<file path="src/rtl/res_station_if.sv">
// rtl/res_station_if.sv - issue, CDB and functional-unit signal bundle for res_station
interface res_station_if #(
    parameter int XLEN  = 32,
    parameter int TAG_W = 3,
    parameter int OP_W  = 4
);
    logic             flush_i;
    logic             load_i;
    logic [OP_W-1:0]  op_i;
    logic [TAG_W-1:0] dest_tag_i;
    logic             src1_rdy_i;
    logic [TAG_W-1:0] src1_tag_i;
    logic [XLEN-1:0]  src1_val_i;
    logic             src2_rdy_i;
    logic [TAG_W-1:0] src2_tag_i;
    logic [XLEN-1:0]  src2_val_i;
    logic             cdb_valid_i;
    logic [TAG_W-1:0] cdb_tag_i;
    logic [XLEN-1:0]  cdb_data_i;
    logic             free_o;
    logic             fu_valid_o;
    logic             fu_ready_i;
    logic [OP_W-1:0]  fu_op_o;
    logic [XLEN-1:0]  fu_a_o;
    logic [XLEN-1:0]  fu_b_o;
    logic [TAG_W-1:0] fu_tag_o;

    modport master (
        output flush_i, load_i, op_i, dest_tag_i,
        output src1_rdy_i, src1_tag_i, src1_val_i,
        output src2_rdy_i, src2_tag_i, src2_val_i,
        output cdb_valid_i, cdb_tag_i, cdb_data_i, fu_ready_i,
        input  free_o, fu_valid_o, fu_op_o, fu_a_o, fu_b_o, fu_tag_o
    );

    modport slave (
        input  flush_i, load_i, op_i, dest_tag_i,
        input  src1_rdy_i, src1_tag_i, src1_val_i,
        input  src2_rdy_i, src2_tag_i, src2_val_i,
        input  cdb_valid_i, cdb_tag_i, cdb_data_i, fu_ready_i,
        output free_o, fu_valid_o, fu_op_o, fu_a_o, fu_b_o, fu_tag_o
    );
endinterface

</file>
<file path="src/rtl/res_station.sv">
// rtl/res_station.sv - reservation station, CDB wakeup, oldest-ready dispatch; RS_WAKEUP_BYPASS_EN enables zero-latency wakeup
module res_station #(
    parameter int ENTRIES = 2,
    parameter int XLEN    = 32,
    parameter int TAG_W   = 3,
    parameter int OP_W    = 4
) (
    input  logic         clk_i,
    input  logic         reset_n_i,
    res_station_if.slave bus
);
    localparam int IDX_W = (ENTRIES > 1) ? $clog2(ENTRIES) : 1;

    typedef enum logic [1:0] {ST_EMPTY, ST_WAIT, ST_READY} ent_state_t;

    ent_state_t       state_q  [ENTRIES];
    logic [OP_W-1:0]  op_q     [ENTRIES];
    logic [TAG_W-1:0] dest_q   [ENTRIES];
    logic             s1_rdy_q [ENTRIES];
    logic [TAG_W-1:0] s1_tag_q [ENTRIES];
    logic [XLEN-1:0]  s1_val_q [ENTRIES];
    logic             s2_rdy_q [ENTRIES];
    logic [TAG_W-1:0] s2_tag_q [ENTRIES];
    logic [XLEN-1:0]  s2_val_q [ENTRIES];
    // older_q[i][j] set means entry i was allocated before entry j
    logic [ENTRIES-1:0] older_q [ENTRIES];
    // lock keeps the presented entry stable while the FU stalls
    logic             lock_q;
    logic [IDX_W-1:0] lock_idx_q;

    logic [ENTRIES-1:0] hit1, hit2, wake, eligible;
    logic               free, any_eligible, blocked, fu_valid, hs, do_load;
    logic [IDX_W-1:0]   alloc_idx, pick_idx, sel_idx;
    logic               ld_hit1, ld_hit2;

    // CDB tag match and operand wakeup per entry
    always_comb begin
        hit1     = '0;
        hit2     = '0;
        wake     = '0;
        eligible = '0;
        for (int i = 0; i < ENTRIES; i++) begin
            hit1[i] = bus.cdb_valid_i && (state_q[i] == ST_WAIT) && !s1_rdy_q[i] &&
                      (s1_tag_q[i] == bus.cdb_tag_i);
            hit2[i] = bus.cdb_valid_i && (state_q[i] == ST_WAIT) && !s2_rdy_q[i] &&
                      (s2_tag_q[i] == bus.cdb_tag_i);
            wake[i] = (state_q[i] == ST_WAIT) && (s1_rdy_q[i] || hit1[i]) &&
                      (s2_rdy_q[i] || hit2[i]);
`ifdef RS_WAKEUP_BYPASS_EN
            eligible[i] = (state_q[i] == ST_READY) || wake[i];
`else
            eligible[i] = (state_q[i] == ST_READY);
`endif
        end
    end

    // lowest-index empty slot for allocation; free derives from registered state only
    always_comb begin
        free      = 1'b0;
        alloc_idx = '0;
        for (int i = 0; i < ENTRIES; i++) begin
            if (state_q[i] == ST_EMPTY && !free) begin
                free      = 1'b1;
                alloc_idx = IDX_W'(i);
            end
        end
    end

    // oldest eligible entry: eligible and no eligible entry allocated before it
    always_comb begin
        any_eligible = 1'b0;
        pick_idx     = '0;
        blocked      = 1'b0;
        for (int i = 0; i < ENTRIES; i++) begin
            blocked = 1'b0;
            for (int j = 0; j < ENTRIES; j++) begin
                if (eligible[j] && older_q[j][i]) blocked = 1'b1;
            end
            if (eligible[i] && !blocked && !any_eligible) begin
                any_eligible = 1'b1;
                pick_idx     = IDX_W'(i);
            end
        end
    end

    assign sel_idx  = lock_q ? lock_idx_q : pick_idx;
    assign fu_valid = !bus.flush_i && (lock_q || any_eligible);
    assign hs       = fu_valid && bus.fu_ready_i;
    assign do_load  = bus.load_i && free;
    assign ld_hit1  = bus.cdb_valid_i && (bus.cdb_tag_i == bus.src1_tag_i);
    assign ld_hit2  = bus.cdb_valid_i && (bus.cdb_tag_i == bus.src2_tag_i);

    // functional-unit outputs, zeroed whenever nothing is presented
    always_comb begin
        bus.free_o     = free;
        bus.fu_valid_o = fu_valid;
        bus.fu_op_o    = '0;
        bus.fu_tag_o   = '0;
        bus.fu_a_o     = '0;
        bus.fu_b_o     = '0;
        if (fu_valid) begin
            bus.fu_op_o  = op_q[sel_idx];
            bus.fu_tag_o = dest_q[sel_idx];
            bus.fu_a_o   = s1_val_q[sel_idx];
            bus.fu_b_o   = s2_val_q[sel_idx];
`ifdef RS_WAKEUP_BYPASS_EN
            if (hit1[sel_idx]) bus.fu_a_o = bus.cdb_data_i;
            if (hit2[sel_idx]) bus.fu_b_o = bus.cdb_data_i;
`endif
        end
    end

    // entry state, operand capture, allocation, age order and dispatch lock
    always_ff @(posedge clk_i or negedge reset_n_i) begin
        if (!reset_n_i) begin
            for (int i = 0; i < ENTRIES; i++) begin
                state_q[i]  <= ST_EMPTY;
                op_q[i]     <= '0;
                dest_q[i]   <= '0;
                s1_rdy_q[i] <= 1'b0;
                s1_tag_q[i] <= '0;
                s1_val_q[i] <= '0;
                s2_rdy_q[i] <= 1'b0;
                s2_tag_q[i] <= '0;
                s2_val_q[i] <= '0;
                older_q[i]  <= '0;
            end
            lock_q     <= 1'b0;
            lock_idx_q <= '0;
        end else if (bus.flush_i) begin
            for (int i = 0; i < ENTRIES; i++) state_q[i] <= ST_EMPTY;
            lock_q <= 1'b0;
        end else begin
            for (int i = 0; i < ENTRIES; i++) begin
                if (hit1[i]) begin
                    s1_rdy_q[i] <= 1'b1;
                    s1_val_q[i] <= bus.cdb_data_i;
                end
                if (hit2[i]) begin
                    s2_rdy_q[i] <= 1'b1;
                    s2_val_q[i] <= bus.cdb_data_i;
                end
                if (wake[i]) state_q[i] <= ST_READY;
                if (hs && sel_idx == IDX_W'(i)) state_q[i] <= ST_EMPTY;
            end
            if (do_load) begin
                op_q[alloc_idx]     <= bus.op_i;
                dest_q[alloc_idx]   <= bus.dest_tag_i;
                s1_tag_q[alloc_idx] <= bus.src1_tag_i;
                s2_tag_q[alloc_idx] <= bus.src2_tag_i;
                s1_rdy_q[alloc_idx] <= bus.src1_rdy_i || ld_hit1;
                s2_rdy_q[alloc_idx] <= bus.src2_rdy_i || ld_hit2;
                s1_val_q[alloc_idx] <= bus.src1_rdy_i ? bus.src1_val_i : bus.cdb_data_i;
                s2_val_q[alloc_idx] <= bus.src2_rdy_i ? bus.src2_val_i : bus.cdb_data_i;
                state_q[alloc_idx]  <= ((bus.src1_rdy_i || ld_hit1) && (bus.src2_rdy_i || ld_hit2))
                                       ? ST_READY : ST_WAIT;
                for (int j = 0; j < ENTRIES; j++) begin
                    older_q[j][alloc_idx] <= (state_q[j] != ST_EMPTY) &&
                                             !(hs && sel_idx == IDX_W'(j));
                end
                older_q[alloc_idx] <= '0;
            end
            if (hs) begin
                lock_q <= 1'b0;
            end else if (fu_valid) begin
                lock_q     <= 1'b1;
                lock_idx_q <= sel_idx;
            end
        end
    end

    // the issue queue must never load into a full station; such a load is dropped
    a_load_when_full: assert property (@(posedge clk_i) disable iff (!reset_n_i)
        bus.load_i |-> free)
        else $warning("res_station: load_i with no free entry, op dropped");
endmodule
</file>
<file path="src/flat_wrapper.sv">
// flat-port wrapper written by rule: the top's interface ports become plain ports
module res_station_flat 
#(
    parameter int ENTRIES = 2,
    parameter int XLEN    = 32,
    parameter int TAG_W   = 3,
    parameter int OP_W    = 4
)
  (clk_i, reset_n_i, bus_flush_i, bus_load_i, bus_op_i, bus_dest_tag_i, bus_src1_rdy_i, bus_src1_tag_i, bus_src1_val_i, bus_src2_rdy_i, bus_src2_tag_i, bus_src2_val_i, bus_cdb_valid_i, bus_cdb_tag_i, bus_cdb_data_i, bus_fu_ready_i, bus_free_o, bus_fu_valid_o, bus_fu_op_o, bus_fu_a_o, bus_fu_b_o, bus_fu_tag_o);
  res_station_if #(.XLEN(XLEN), .TAG_W(TAG_W), .OP_W(OP_W)) bus_i ();
  input  logic clk_i;
  input  logic reset_n_i;
  input wire logic [$bits(bus_i.flush_i)-1:0] bus_flush_i;
  input wire logic [$bits(bus_i.load_i)-1:0] bus_load_i;
  input wire logic [$bits(bus_i.op_i)-1:0] bus_op_i;
  input wire logic [$bits(bus_i.dest_tag_i)-1:0] bus_dest_tag_i;
  input wire logic [$bits(bus_i.src1_rdy_i)-1:0] bus_src1_rdy_i;
  input wire logic [$bits(bus_i.src1_tag_i)-1:0] bus_src1_tag_i;
  input wire logic [$bits(bus_i.src1_val_i)-1:0] bus_src1_val_i;
  input wire logic [$bits(bus_i.src2_rdy_i)-1:0] bus_src2_rdy_i;
  input wire logic [$bits(bus_i.src2_tag_i)-1:0] bus_src2_tag_i;
  input wire logic [$bits(bus_i.src2_val_i)-1:0] bus_src2_val_i;
  input wire logic [$bits(bus_i.cdb_valid_i)-1:0] bus_cdb_valid_i;
  input wire logic [$bits(bus_i.cdb_tag_i)-1:0] bus_cdb_tag_i;
  input wire logic [$bits(bus_i.cdb_data_i)-1:0] bus_cdb_data_i;
  input wire logic [$bits(bus_i.fu_ready_i)-1:0] bus_fu_ready_i;
  output wire logic [$bits(bus_i.free_o)-1:0] bus_free_o;
  output wire logic [$bits(bus_i.fu_valid_o)-1:0] bus_fu_valid_o;
  output wire logic [$bits(bus_i.fu_op_o)-1:0] bus_fu_op_o;
  output wire logic [$bits(bus_i.fu_a_o)-1:0] bus_fu_a_o;
  output wire logic [$bits(bus_i.fu_b_o)-1:0] bus_fu_b_o;
  output wire logic [$bits(bus_i.fu_tag_o)-1:0] bus_fu_tag_o;
  assign bus_i.flush_i = bus_flush_i;
  assign bus_i.load_i = bus_load_i;
  assign bus_i.op_i = bus_op_i;
  assign bus_i.dest_tag_i = bus_dest_tag_i;
  assign bus_i.src1_rdy_i = bus_src1_rdy_i;
  assign bus_i.src1_tag_i = bus_src1_tag_i;
  assign bus_i.src1_val_i = bus_src1_val_i;
  assign bus_i.src2_rdy_i = bus_src2_rdy_i;
  assign bus_i.src2_tag_i = bus_src2_tag_i;
  assign bus_i.src2_val_i = bus_src2_val_i;
  assign bus_i.cdb_valid_i = bus_cdb_valid_i;
  assign bus_i.cdb_tag_i = bus_cdb_tag_i;
  assign bus_i.cdb_data_i = bus_cdb_data_i;
  assign bus_i.fu_ready_i = bus_fu_ready_i;
  assign bus_free_o = bus_i.free_o;
  assign bus_fu_valid_o = bus_i.fu_valid_o;
  assign bus_fu_op_o = bus_i.fu_op_o;
  assign bus_fu_a_o = bus_i.fu_a_o;
  assign bus_fu_b_o = bus_i.fu_b_o;
  assign bus_fu_tag_o = bus_i.fu_tag_o;
  res_station #(.ENTRIES(ENTRIES), .XLEN(XLEN), .TAG_W(TAG_W), .OP_W(OP_W)) u_core (.clk_i(clk_i), .reset_n_i(reset_n_i), .bus(bus_i));
endmodule
</file>
<file path="config.mk">
export PLATFORM = sky130hd
export DESIGN_NAME = res_station_flat
export DESIGN_NICKNAME = d
export VERILOG_FILES = /design/src/rtl/res_station_if.sv /design/src/rtl/res_station.sv /design/src/flat_wrapper.sv
export SDC_FILE = /design/constraint.sdc
export NUM_CORES = 1
export LEC_CHECK = 0
export BUFFER_PORTS_ARGS = -buffer_cell sky130_fd_sc_hd__clkbuf_2
export CAP_MARGIN = 15
export CORE_AREA = 2 2 185 96
export DETAILED_ROUTE_END_ITERATION = 7
export DIE_AREA = 0 0 187 98
export GPL_ROUTABILITY_DRIVEN = 0
export GPL_TIMING_DRIVEN = 0
export PLACE_DENSITY = 0.82
export SLEW_MARGIN = 5
export SYNTH_ARGS = -nofsm -noshare
export SYNTH_HDL_FRONTEND = slang
export SYNTH_SLANG_ARGS = --single-unit
</file>
<file path="constraint.sdc">
create_clock -name clk_i -period 3.4 [get_ports clk_i]
set_clock_uncertainty 0.2 [all_clocks]
set_input_delay 0.68 -clock clk_i [delete_from_list [all_inputs] [get_ports clk_i]]
set_output_delay 0.68 -clock clk_i [all_outputs]
set_load 0.1 [all_outputs]
</file>
==> results of run 1 <==
==> worst paths after layout <==
path                              startpoint             endpoint  cells after the start  slack, ps
setup / recovery           u_core.state_q[0]        bus_fu_a_o[0]                     10       -100
hold / removal                     reset_n_i  u_core.s2_val_q[57]                      1         70
setup reg to reg           u_core.state_q[3]  u_core.s2_val_q[52]                      8        800
hold reg to reg               u_core.op_q[5]       u_core.op_q[5]                      1        290
max in group asynchronous          reset_n_i  u_core.s1_val_q[11]                      2       2040
min in group clk_i         bus_dest_tag_i[0]     u_core.dest_q[3]                      2        270
==> Yosys cell counts (2+ instances only) <==
master	count
nor2_1	5
nand2b_1	5
a41oi_1	2
o211ai_1	2
inv_1	4
a311oi_1	2
nand2_1	149
xor2_1	12
o22ai_1	4
buf_2	22
o22a_1	257
nand3b_1	3
dfrtp_1	168
buf_6	25
xnor2_1	6
clkbuf_1	39
a21oi_4	4
nor2b_1	2
a2bb2oi_2	3
a21o_1	2
a21oi_1	73
mux2_1	11
buf_4	7
nor4_2	4
mux2_2	80
==> report_power, final <==
| group | switching (mW) | leakage, nW | internal (mW) | total [mW] |
|---|---|---|---|---|
| combinational | 2.96 | 3.26 | 2.03 | 4.98 |
| clock | 0.911 | 0.256 | 0.956 | 1.87 |
| sequential | 0.589 | 1.89 | 2.85 | 3.43 |
==> what timing repair did <==
action,in CTS,in global routing
buffers inserted,2,10
gates resized for setup,187,273
hold buffers,0,0
setup endpoints to repair,71,71
gates cloned,1,14
endpoints found under the hold margin,0,0
pin swaps,4,49
==> registers in the layout (all words and copies together) (netlist names), 4 cells and up <==
| register | flops |
|---|---|
| u_core.s1_tag_q | 6 |
| u_core.s2_val_q | 64 |
| u_core.state_q | 4 |
| u_core.s2_tag_q | 6 |
| u_core.dest_q | 6 |
| u_core.s1_val_q | 64 |
| u_core.op_q | 8 |
| u_core.older_q | 4 |
==> final cells by class <==
class / instances / area, µm²
buffer: 94 / 788.3
timing repair buffer: 215 / 2227
fill: 952 / 3371
inverter: 5 / 18.77
sequential: 168 / 4208
clock buffer: 19 / 432.9
multi-input combinational: 643 / 5438
clock inverter: 13 / 112.6
tap: 234 / 292.8
==> cell families after synthesis <==
kind of cell | synth area share (%)
xor gates and xnor gates | 1.631
muxes | 10.71
DFF | 43.50
buffers and inverters | 6.343
AOI/OAI and AO/OA | 29.94
and+or+nand+nor | 7.884
==> per-stage QoR <==
| stage | cells | utilization (%) | hold slack [ps] | instance area, µm² |
|---|---|---|---|---|
| 6_report | 1391 | 80.04 | 67.14 | 13520 |
| 5_1_grt | 1391 | 80.04 | 137.7 | 13520 |
| 4_1_cts | 1367 | 72.30 | 136.2 | 12210 |
| 3_5_place_dp | 1332 | 64.72 | 274.5 | 10930 |
| 3_3_place_gp | 1331 | 64.51 | 267.7 | 10890 |
| 2_1_floorplan | 910 | - | 184.4 | 9666 |
==> worst register-to-register path: stages, from the launching register on <==
cell and delay (ps):
dfrtp_2 450, buf_4 170, nand3b_1 230, nor4_2 460
nand2b_1 90, buf_2 200, buf_2 250, o22a_1 230
o22a_1 180
==> per-layer routing <==
metal / up-vias / track usage [%] / routed length [µm]
met5: - / 0 / 0
met4: 0 / 9.219 / 815
met3: 96 / 10.17 / 4411
met2: 741 / 50.67 / 15710
met1: 4656 / 51.32 / 14680
li1: 3909 / - / -
==> impl_summary.log, run 1 <==
INFO  metric outcome = finished with violations
INFO  metric violations = setup timing
INFO  metric drtAntennaViolNets = 0
INFO  metric final_common_cell = o22a_1
INFO  metric slowest_library_cell_on_the_worst_path = dfrtp_2
INFO  metric cts_buffers = 17
INFO  metric most-common-layout-cells = o22a_1, dfrtp_1, nand2_1, clkbuf_2, mux2_2
INFO  metric maxSlewViolCount = 0
INFO  metric maxClockFrequency = 0.2857 GHz
INFO  metric drt_iter0_drc = 1188
INFO  metric hold_viol_final = 0
INFO  metric synth_fp_nets = 1030
INFO  metric portBuffers = 187
INFO  metric vdd_ir_drop_max = 0.4633 mV
INFO  metric fp.dieArea = 18330 µm²
INFO  metric vias_in_the_first_global_route = 8838
INFO  metric yosysUniqueCellTypes = 44
INFO  metric drc_errors = 0
INFO  metric crit_required = 2520 ps
INFO  metric global_router_s_overall_resource_usage = 34.96%
INFO  metric antenna_found_initial = 0
INFO  metric critical_path_class = flip-flop to output pin
INFO  metric number_of_placement_rows = 34
INFO  metric design.final.nets = 1264
INFO  metric drt-pass1-iter-count = 5
INFO  metric timing.critical_path.to_type = output pin
INFO  metric yosys_register_bits = 168
INFO  metric worstPathBufferInverterCount = 5
INFO  metric via_count = 9402
INFO  metric clock_tree.root_cell = clkbuf_16
INFO  metric chipWidth = 187 µm
INFO  metric clock_path_buffers = 2
INFO  metric async_reset_ff_share = 100.0%
INFO  metric final_critical_path_setup_slack = -100.2 ps
INFO  metric worst_path_largest_cell_delay = 450 ps
INFO  metric worst_setup_hold_path_clk_slew = 80 ps
INFO  metric top_level_ports = 193
INFO  metric grt-ovfl-total = 0
INFO  metric initial_core_util = 57.23%
INFO  metric total_leakage_power = 5.405 nW
INFO  metric cp_cell_sequence = nor2b_4 > buf_6 > a211oi_4 > buf_4 > o31ai_4 > buf_6 > clkbuf_4 > nand2_1 > a21oi_1 > clkbuf_8
INFO  metric yosys_warnings = 0
INFO  metric post_route_cells_drive_above_1_share = 43.82%
INFO  metric tritoncts = built
INFO  metric power.total = 10.29 mW
INFO  metric timing.max_cap.violations = 0
INFO  metric cts.sink_count = 168
INFO  metric slew-limit-headroom = 49.39%
INFO  metric finalWirelength = 35620 µm
INFO  metric timing.hold.worst.class = primary input to asynchronous set/reset pin
INFO  metric worst_slew_pin_slew = 759.2 ps
INFO  metric netlist_instances = 910
INFO  metric final.period_utilization = 102.9%
INFO  metric layout-area-overhead-vs-synth = 39.86%
INFO  metric synth_largest_type_area_fraction = 43.50%
INFO  metric critical_path.most_common_cell = buf_6
INFO  metric grt_first_pass_wirelength = 49780 µm
INFO  metric routed_wire_length_per_instance = 25.61 µm
INFO  metric power_density = 760.9 nW/µm²
INFO  metric synthFlopType = dfrtp_1
INFO  metric grt_start_max_net_pins = 89
INFO  metric insertion_delay = 440 ps
INFO  metric netlist.top_cell.by_area = dfrtp_1
INFO  metric synth_area_per_cell = 10.62 µm²
INFO  metric grt_setup_unrepaired = yes
INFO  metric dieHeight = 98 µm
INFO  metric dpl_worst_slack = -63.65 ps
INFO  metric worstSetupStartpointType = flip-flop
INFO  metric arrival = 2620 ps
INFO  metric avgViaCountPerCell = 6.759
INFO  metric critical_path_peak_fanout = 10
INFO  metric htree_num_levels = 4
INFO  metric setup_tns = -2947 ps
INFO  metric netlist_top_cells_area = dfrtp_1, o22a_1, mux2_2, nand2_1, a21oi_1
INFO  metric setup_violators_final = 67
INFO  metric number_of_antenna_diodes = 0
INFO  metric critical-path-top-delay-family = buffers and inverters
INFO  metric synth_sequential_area_ratio = 43.50%
INFO  metric dp_hpwl = 22210 µm
INFO  metric coreArea = 16890 µm²
INFO  metric synth_enable_flop_cells = 0
INFO  metric final.min_clock_period = 3500 ps
INFO  metric synthesis.area = 9666 µm²
(Power assumes the default switching activity.)
==> inputs of run 2 (changes only) <==
Settings changed: TNS_END_PERCENT set to 10.
==> impl_summary.log, run 2 (synthesis gave the netlist of run 1 again) <==
INFO  metric outcome = finished with violations (unchanged)
INFO  metric violations = setup timing (unchanged)
INFO  metric cts.sink_count = 168 (unchanged)
INFO  metric total_leakage_power = 5.444 nW (was 5.405 nW)
INFO  metric htree_num_levels = 4 (unchanged)
INFO  metric cts_buffers = 17 (unchanged)
INFO  metric via_count = 9544 (was 9402)
INFO  metric final_critical_path_setup_slack = -112.7 ps (was -100.2 ps)
INFO  metric fraction_of_power_spent_switching_nets = 43.61% (was 43.34%)
INFO  metric drtAntennaViolNets = 0 (unchanged)
INFO  metric routed_wire_length_per_instance = 26.09 µm (was 25.61 µm)
INFO  metric dp_hpwl = 22210 µm (unchanged)
INFO  metric cp_cell_sequence = nor2b_4 > o211ai_1 > buf_4 > o31ai_4 > buf_6 > buf_12 > buf_12 > nand2_2 > a21oi_2 > buf_12 (was nor2b_4 > buf_6 > a211oi_4 > buf_4 > o31ai_4 > buf_6 > clkbuf_4 > nand2_1 > a21oi_1 > clkbuf_8)
INFO  metric layout-area-overhead-vs-synth = 42.67% (was 39.86%)
INFO  metric number_of_placement_rows = 34 (unchanged)
INFO  metric dieHeight = 98 µm (unchanged)
INFO  metric final_common_cell = o22a_1 (unchanged)
INFO  metric critical_path_class = flip-flop to output pin (unchanged)
INFO  metric post-route-cell-area = 13790 µm² (was 13520 µm²)
INFO  metric power.clock.fraction = 17.8% (was 18.2%)
INFO  metric timing.hold.worst.class = primary input to asynchronous set/reset pin (unchanged)
INFO  metric power_density = 759.9 nW/µm² (was 760.9 nW/µm²)
INFO  metric antenna_found_initial = 0 (unchanged)
INFO  metric dpl_worst_slack = -63.65 ps (unchanged)
INFO  metric insertion_delay = 430 ps (was 440 ps)
INFO  metric worst_slew_pin_slew = 781.1 ps (was 759.2 ps)
INFO  metric arrival = 2630 ps (was 2620 ps)
INFO  metric final.min_clock_period = 3513 ps (was 3500 ps)
INFO  metric post_route_cells_drive_above_1_share = 45.75% (was 43.82%)
INFO  metric timing.max_cap.violations = 0 (unchanged)
INFO  metric crit_required = 2520 ps (about the same)
INFO  metric grt-ovfl-total = 0 (unchanged)
INFO  metric net-switching-power = 4.570 mW (was 4.457 mW)
INFO  metric detailed_place.area = 10930 µm² (unchanged)
INFO  metric reg.largest.list = u_core.s1_val_q x64, u_core.s2_val_q x64, u_core.op_q x8 (unchanged)
INFO  metric worstSetupStartpointType = flip-flop (unchanged)
INFO  metric coreArea = 16890 µm² (unchanged)
INFO  metric slowest_library_cell_on_the_worst_path = dfrtp_2 (unchanged)
INFO  metric worstPathBufferInverterCount = 5 (unchanged)
INFO  metric worst_path_largest_cell_delay = 450 ps (about the same)
INFO  metric hold_buffers = 0 (unchanged)
INFO  metric tritoncts = built (unchanged)
INFO  metric finalWirelength = 36220 µm (was 35620 µm)
INFO  metric drc_errors = 0 (unchanged)
INFO  metric initial_core_util = 57.23% (unchanged)
INFO  metric clock_tree.root_cell = clkbuf_16 (unchanged)
INFO  metric setup_violators_final = 70 (was 67)
INFO  metric design.final.nets = 1261 (was 1264)
INFO  metric drt_iter0_drc = 1253 (was 1188)
INFO  metric clock_path_buffers = 2 (unchanged)
INFO  metric grt_first_pass_wirelength = 49780 µm (unchanged)
INFO  metric most-common-layout-cells = o22a_1, dfrtp_1, clkbuf_2, nand2_1, mux2_2 (was o22a_1, dfrtp_1, nand2_1, clkbuf_2, mux2_2)
INFO  metric pwr-share-seq = 33.0% (was 33.4%)
INFO  metric vdd_ir_drop_max = 0.4533 mV (was 0.4633 mV)
INFO  metric critical-path-top-delay-family = buffers and inverters (unchanged)
INFO  metric comb_power_share = 49.2% (was 48.5%)
INFO  metric p_int = 5.909 mW (was 5.828 mW)
INFO  metric maxSlewViolCount = 0 (unchanged)
INFO  metric vias_in_the_first_global_route = 8838 (unchanged)
INFO  metric grt_setup_unrepaired = yes (unchanged)
INFO  metric global_router_s_overall_resource_usage = 34.96% (unchanged)
INFO  metric hold_viol_final = 0 (unchanged)
INFO  metric number_of_antenna_diodes = 0 (unchanged)
INFO  metric portBuffers = 187 (unchanged)
INFO  metric critical_path.most_common_cell = buf_12 (was buf_6)
INFO  metric chipWidth = 187 µm (unchanged)
INFO  metric worst_setup_hold_path_clk_slew = 80 ps (about the same)
INFO  metric maxClockFrequency = 0.2847 GHz (was 0.2857 GHz)
INFO  metric fp.dieArea = 18330 µm² (unchanged)
INFO  metric drt-pass1-iter-count = 5 (unchanged)
INFO  metric grt_start_max_net_pins = 89 (unchanged)
INFO  metric avgViaCountPerCell = 6.876 (was 6.759)
INFO  metric top_level_ports = 193 (unchanged)
INFO  metric final.period_utilization = 103.3% (was 102.9%)
INFO  metric critical_path_peak_fanout = 6 (was 10)
INFO  metric slew-limit-headroom = 47.93% (was 49.39%)
INFO  metric timing.critical_path.to_type = output pin (unchanged)
-- run 2: area by class of cell --
| type | instances | area [µm²] |
|---|---|---|
| Fill cell | 919 | 3099 |
| Clock buffer | 19 | 432.9 |
| Clock inverter | 13 | 112.6 |
| Sequential cell | 168 | 4208 |
| Inverter | 5 | 18.77 |
| Tap cell | 234 | 292.8 |
| Timing Repair Buffer | 212 | 2296 |
| Buffer | 94 | 797.0 |
| Multi-Input combinational cell | 643 | 5632 |
-- run 2: layer usage --
metal / routed length (µm) / global-route usage [%] / vias to the layer above
li1: - / - / 3904
met1: 14780 / 51.32 / 4727
met2: 15710 / 50.67 / 789
met3: 4605 / 10.17 / 124
met4: 1117 / 9.219 / 0
met5: 0 / 0 / -
-- run 2: worst reg2reg max path, delay by kind of cell (launching register included) --
kind	cells	cell delay (ps)
buf+inv	3	1060
simple gates	2	400
flops	1	450
compound gates	2	350
-- run 2: path summary, 6_finish.rpt --
kind	start	end	slack (ps)	cells past startpoint
min in group clk_i	bus_dest_tag_i[0]	u_core.dest_q[3]	270	2
worst max register to register	u_core.state_q[3]	u_core.s2_rdy_q[0]	780	7
worst min-delay path	reset_n_i	u_core.s2_val_q[57]	60	1
worst min register to register	u_core.op_q[5]	u_core.op_q[5]	290	1
max in group asynchronous	reset_n_i	u_core.s1_val_q[42]	2030	2
worst max-delay path	u_core.state_q[0]	bus_fu_b_o[15]	-110	10
-- run 2: through the flow --
step | utilization (%) | power, mW | std cells | hold WS (ps) | setup TNS, ps
2_1_floorplan | - | 6.268 | 910 | 184.4 | -28880
3_3_place_gp | 64.51 | 7.017 | 1331 | 267.7 | -269390
3_5_place_dp | 64.72 | 7.151 | 1332 | 274.5 | -97.77
4_1_cts | 72.30 | 9.326 | 1367 | 136.2 | 0
5_1_grt | 81.65 | 10.82 | 1388 | 150.7 | -5719
6_report | 81.65 | 10.48 | 1388 | 60.94 | -3497
-- run 2: timing repair --
| action | CTS | global route |
|---|---|---|
| buffers inserted | 2 | 9 |
| pin swaps | 4 | 62 |
| gates cloned | 1 | 12 |
| setup endpoints to repair | 71 | 71 |
| resized for setup | 187 | 342 |
-- run 2: power by group through the flow --
stage	Combinational [mW]	Sequential [mW]	Clock [mW]
detailed placement	3.80	3.35	0
global placement	3.71	3.31	0
finish	5.15	3.46	1.87
global route	5.35	3.53	1.94
floorplan	3.05	3.22	0
CTS	4.16	3.33	1.83
